### src/rtl/spi_mem_arbiter.sv
// Round-robin arbiter with a bounded burst lock that shares one single-port
// buffer RAM between SPI load, conv write-back and SPI readout requesters.
module spi_mem_arbiter #(
  parameter int ADDR_W    = 16,
  parameter int DATA_W    = 8,
  parameter int MAX_BURST = 16
) (
  input  logic                clk_spi,
  input  logic                reset,
  input  logic [2:0]          req,
  input  logic [2:0]          we,
  input  logic [3*ADDR_W-1:0] addr,
  input  logic [3*DATA_W-1:0] wdata,
  output logic [2:0]          gnt,
  output logic [2:0]          rvalid,
  output logic [DATA_W-1:0]   rdata,
  output logic                mem_en,
  output logic                mem_we,
  output logic [ADDR_W-1:0]   mem_addr,
  output logic [DATA_W-1:0]   mem_wdata,
  input  logic [DATA_W-1:0]   mem_rdata,
  output logic [1:0]          owner,
  output logic                busy
);

  localparam int              CNT_W    = (MAX_BURST > 1) ? $clog2(MAX_BURST) : 1;
  localparam logic [CNT_W-1:0] CNT_LAST = CNT_W'(MAX_BURST - 1);

  logic             owner_vld_q, owner_vld_d;
  logic [1:0]       owner_q, owner_d;
  logic [1:0]       last_q, last_d;
  logic [CNT_W-1:0] beat_cnt_q, beat_cnt_d;
  logic [2:0]       rvalid_q;
  logic [2:0]       own_oh_s;
  logic [2:0]       cand_s;
  logic [2:0]       win_s;
  logic             pick_s;
  logic             excl_s;

  // Returns {found, index}; search begins at last+1 and wraps modulo 3.
  function automatic logic [2:0] rr_pick(input logic [2:0] cand, input logic [1:0] last);
    logic [2:0] res;
    res = 3'b000;
    case (last)
      2'd0: begin
        if (cand[1])      res = {1'b1, 2'd1};
        else if (cand[2]) res = {1'b1, 2'd2};
        else if (cand[0]) res = {1'b1, 2'd0};
        else              res = 3'b000;
      end
      2'd1: begin
        if (cand[2])      res = {1'b1, 2'd2};
        else if (cand[0]) res = {1'b1, 2'd0};
        else if (cand[1]) res = {1'b1, 2'd1};
        else              res = 3'b000;
      end
      default: begin
        if (cand[0])      res = {1'b1, 2'd0};
        else if (cand[1]) res = {1'b1, 2'd1};
        else if (cand[2]) res = {1'b1, 2'd2};
        else              res = 3'b000;
      end
    endcase
    return res;
  endfunction

  always_comb begin
    case (owner_q)
      2'd0:    own_oh_s = 3'b001;
      2'd1:    own_oh_s = 3'b010;
      2'd2:    own_oh_s = 3'b100;
      default: own_oh_s = 3'b000;
    endcase
    if (owner_vld_q && !reset) gnt = own_oh_s & req;
    else                       gnt = 3'b000;
  end

  always_comb begin
    mem_en    = |gnt;
    mem_we    = 1'b0;
    mem_addr  = '0;
    mem_wdata = '0;
    case (gnt)
      3'b001: begin
        mem_we = we[0]; mem_addr = addr[0 +: ADDR_W]; mem_wdata = wdata[0 +: DATA_W];
      end
      3'b010: begin
        mem_we = we[1]; mem_addr = addr[ADDR_W +: ADDR_W]; mem_wdata = wdata[DATA_W +: DATA_W];
      end
      3'b100: begin
        mem_we = we[2]; mem_addr = addr[2*ADDR_W +: ADDR_W]; mem_wdata = wdata[2*DATA_W +: DATA_W];
      end
      default: mem_we = 1'b0;
    endcase
  end

  // A burst-limit release only hands over when someone else is waiting.
  always_comb begin
    owner_vld_d = owner_vld_q;
    owner_d     = owner_q;
    last_d      = last_q;
    beat_cnt_d  = beat_cnt_q;
    pick_s      = 1'b0;
    excl_s      = 1'b0;
    cand_s      = 3'b000;
    win_s       = 3'b000;
    if (!owner_vld_q) begin
      pick_s = 1'b1;
    end else if ((req & own_oh_s) == 3'b000) begin
      pick_s = 1'b1;
      last_d = owner_q;
    end else if (beat_cnt_q == CNT_LAST) begin
      if ((req & ~own_oh_s) != 3'b000) begin
        pick_s = 1'b1;
        excl_s = 1'b1;
        last_d = owner_q;
      end else begin
        beat_cnt_d = '0;
      end
    end else begin
      beat_cnt_d = beat_cnt_q + CNT_W'(1);
    end
    if (pick_s) begin
      cand_s      = excl_s ? (req & ~own_oh_s) : req;
      win_s       = rr_pick(cand_s, last_d);
      owner_vld_d = win_s[2];
      owner_d     = win_s[2] ? win_s[1:0] : owner_q;
      beat_cnt_d  = '0;
    end else begin
      cand_s = 3'b000;
    end
  end

  always_ff @(posedge clk_spi) begin
    if (reset) begin
      owner_vld_q <= 1'b0;
      owner_q     <= 2'd0;
      last_q      <= 2'd2;
      beat_cnt_q  <= '0;
      rvalid_q    <= 3'b000;
    end else begin
      owner_vld_q <= owner_vld_d;
      owner_q     <= owner_d;
      last_q      <= last_d;
      beat_cnt_q  <= beat_cnt_d;
      rvalid_q    <= gnt & ~we;
    end
  end

  assign rvalid = rvalid_q & {3{~reset}};
  assign rdata  = mem_rdata;
  assign owner  = owner_q;
  assign busy   = owner_vld_q;

endmodule

### config.mk
export PLATFORM = sky130hd
export DESIGN_NAME = spi_mem_arbiter
export DESIGN_NICKNAME = d
export VERILOG_FILES = /design/src/rtl/spi_mem_arbiter.sv
export SDC_FILE = /design/constraint.sdc
export NUM_CORES = 1
export LEC_CHECK = 0
export CORE_MARGIN = 2
export CORE_UTILIZATION = 30
export DETAILED_ROUTE_END_ITERATION = 10
export PLACE_DENSITY = 0.93
export SLEW_MARGIN = 10
export SYNTH_ARGS = -nofsm -noshare
export SYNTH_HDL_FRONTEND = slang
export SYNTH_SLANG_ARGS = --single-unit
### constraint.sdc
create_clock -name clk_spi -period 3.1 [get_ports clk_spi]
set_input_delay 0.465 -clock clk_spi [delete_from_list [all_inputs] [get_ports clk_spi]]
set_output_delay 0.465 -clock clk_spi [all_outputs]
set_load 0.05 [all_outputs]
==> impl_metrics.csv <==
group,metric,value,unit
clock_network,worst_setup_hold_path_clk_slew,0.05,ns
global_routing,globalRoute.totalOverflow,0,
global_routing,groute.usage.overall,0.2343,
power_and_ir_drop,power.ir.vdd_worst,153.9,uV
worst_hold_path,hold_path.class,"reg2reg",
yosys,ys_dominant_reg_cell,"dfxtp_1",
yosys,syn_inst,158,
cells_and_area,layout.filler_cells,282,
route,drcViolationCount,0,
cells_and_area,diodes,0,
clock_network,cts_buffers,3,
worst_setup_path,worstPathArrival,2.24,ns
floorplan,boundaryPins,131,
route,aggregate_routed_wire_length,5.259,mm
clock_network,cts-htree-levels,1,
worst_setup_path,worstPathMaxFanout,17,
power_and_ir_drop,comb_power_share,0.500,
floorplan,coreArea,3744,um^2
global_routing,number_of_antenna_violations_at_the_first_check_in_global_routing,0,
yosys,count_of_state_elements_after_synthesis,12,
power_and_ir_drop,power_leakage,1.200,nW
run,max_capacitance_violation_count,0,
route,route.detailed.wl_per_inst,17.02,um
clock_network,number_of_instances_resized_during_post_cts_repair,0,
floorplan,start_util,0.3195,
worst_setup_path,worst_ep_required_time,2.63,ns
clock_network,cts.sinks,12,
global_routing,vias_in_the_first_global_route,1688,
sta,min_period,2.708,ns
clock_network,cts_tree,"built",
route,dr_total_vias,1702,
power_and_ir_drop,cellInternalPower,0.0004686,W
yosys,yosys.cell_count.top_type,"inv_1",
power_and_ir_drop,power_per_cell_area,261.3,nW/um^2
place,port-buffer-count,114,
cells_and_area,post-route-util,0.7179,
yosys,synth_top_cells_by_area,"a222oi_1, dfxtp_1, inv_1",
clock_network,clock_latency,0.25,ns
yosys,syn_area_per_cell,7.571,um^2
sta,tightest_slew,0.5093,ns
yosys,synth_common_cells,"inv_1, a222oi_1, dfxtp_1, buf_4, nor2_1",
place,hpwl,4.286,mm
run_status,status,"finished clean",
yosys,number_of_enable_type_register_cells_in_the_synthesized_netlist,0,
place,finalWeightedCongestion,0.9899,
cells_and_area,multiInputGateArea,723.2,um^2
cells_and_area,net_total_in_the_final_layout,351,
worst_setup_path,cp_capture_type,"output port",
route,post_drt_via_cell_ratio,5.508,
sta,rsz0062_at_grt,"no",
power_and_ir_drop,net_sw_frac,0.3328,
clock_network,cts_buffer_depth,2,
yosys,post-synth-top-area-cell,"a222oi_1",
route,drt.antenna.violating_nets,0,
power_and_ir_drop,p_switching,0.0002338,W
cells_and_area,area_growth_syn_to_layout,124.7,%
sta,timing_max_transition_violations_final,0,
yosys,synth_warnings,0,
sta,maxClockFrequency,369.2,MHz
sta,min_period_over_period,0.8736,
sta,setup_clock_skew_after_layout,0.004457,ns
sta,slew_headroom,0.6594,
floorplan,fp-row-count,22,
cells_and_area,area.sequential,240.2,um^2
floorplan,die_h,67.15,um
clock_network,cts_root_buf,"clkbuf_8",
floorplan,floorplan.die_area,4508,um^2
route,initialDrtViolationCount,214,
yosys,synth_top_area_share,0.2092,
yosys,mappedNetlistNets,247,
sta,report.final.setup_viol,0,
yosys,postSynth.asyncResetShare,0,
yosys,synthesis.area,1196,um^2
worst_setup_path,worst-setup-path-type,"in2out",
route,detailedRoute.firstPassIterationCount,9,
yosys,seq_area_frac_synth,0.2008,
clock_network,cts.repair_timing.setup_buffer_count,0,
sta,timing_hold_violations_final,0,
global_routing,grt_start_max_net_pins,29,
cells_and_area,layout-drive-gt1-share,0.1648,
sta,setup_total_neg_slack,0,ns
floorplan,dieWidth,67.15,um
worst_setup_path,critical_path.startpoint_type,"input pin",
global_routing,grt_pass1_wl,7.907,mm
clock_network,hold_buffer_count_at_cts,0,
power_and_ir_drop,power.share.sequential,0.252,
yosys,synthDistinctLibCells,39,
power_and_ir_drop,share_clk_of_total_power,0.248,
[path summary, 6_finish.rpt]
kind                       from             to  slack (ns)  cells after the start
setup / recovery         req[0]         mem_en        0.39                      7
hold / removal    beat_cnt_q[0]  beat_cnt_q[0]        0.49                      1
setup reg to reg       owner[0]       owner[0]        0.83                      6
hold reg to reg   beat_cnt_q[0]  beat_cnt_q[0]        0.49                      1
[power groups by stage]
stage / clock network [W] / logic, W / registers [W]
3_5_place_dp: 0 / 0.000350 / 0.000180
4_1_cts: 0.000177 / 0.000351 / 0.000177
6_report: 0.000174 / 0.000351 / 0.000177
3_3_place_gp: 0 / 0.000343 / 0.000180
5_1_grt: 0.000185 / 0.000369 / 0.000179
2_1_floorplan: 0 / 0.000170 / 0.000182
[worst max-delay path, cell delays in order]
cell and delay [ns]:
clkdlybuf4s50_1 0.55, inv_1 0.21, nor4b_4 0.07, buf_4 0.22, nor3_1 0.38, inv_1 0.16
buf_12 0.18
[metrics by stage]
step	area, um^2	total power [W]	setup WS [ns]	cells	hold WS, ns
4_1_cts	2688	0.0007047	0.4073	309	0.4938
3_3_place_gp	2633	0.0005230	0.4840	305	0.4722
5_1_grt	2688	0.0007323	0.2466	309	0.5265
2_1_floorplan	1196	0.0003517	0.02831	158	0.4483
3_5_place_dp	2633	0.0005302	0.4121	305	0.4858
6_report	2688	0.0007023	0.3917	309	0.4919
[routing by layer]
metal | wire (um) | vias to the layer above | share of wire | track usage
met1 | 1745 | 784 | 0.33 | 0.2439
li1 | - | 798 | - | -
met5 | 0 | - | 0 | 0
met3 | 411 | 11 | 0.078 | 0.05667
met2 | 3000 | 109 | 0.57 | 0.4369
met4 | 102 | 0 | 0.019 | 0.1122
[final cells by class]
class / instances / area share
repair buffers: 120 / 0.5540
multi-input cells: 93 / 0.2691
flip-flops and latches: 12 / 0.08939
inverters: 32 / 0.04469
well taps: 48 / 0.02235
clock buffers: 4 / 0.02048
[cells in the final DEF (no fill, tap or decap), types with 2 or more instances in the layout]
master and instances:
clkdlybuf4s50_1 85, inv_1 32, buf_12 30, a222oi_1 25, dfxtp_1 12, nor2_1 9
nor2b_1 8, a21oi_1 5, buf_4 5, and3_1 4, nand2_1 4, o21ai_0 4
clkbuf_8 4, a211o_1 3, mux2i_1 2, nor3b_1 2, a31oi_1 2, nand3b_1 2
nand4_1 2, nand2b_1 2
[kinds of logic after synthesis]
family / after synthesis / share of synthesized area
buf+inv: 53 / 0.2019
fa+ha+maj: 1 / 0.01046
flops: 12 / 0.2008
compound gates: 50 / 0.3693
mux: 3 / 0.02615
xor+xnor: 1 / 0.007324
simple gates: 38 / 0.1841
[flip-flops by register name, summed over array words and instances, names as in the netlist]
register,flops
beat_cnt_q,4
rvalid_q,3
last_q,2
owner,2
busy,1
Note: power is estimated with default switching activity, not from simulation.
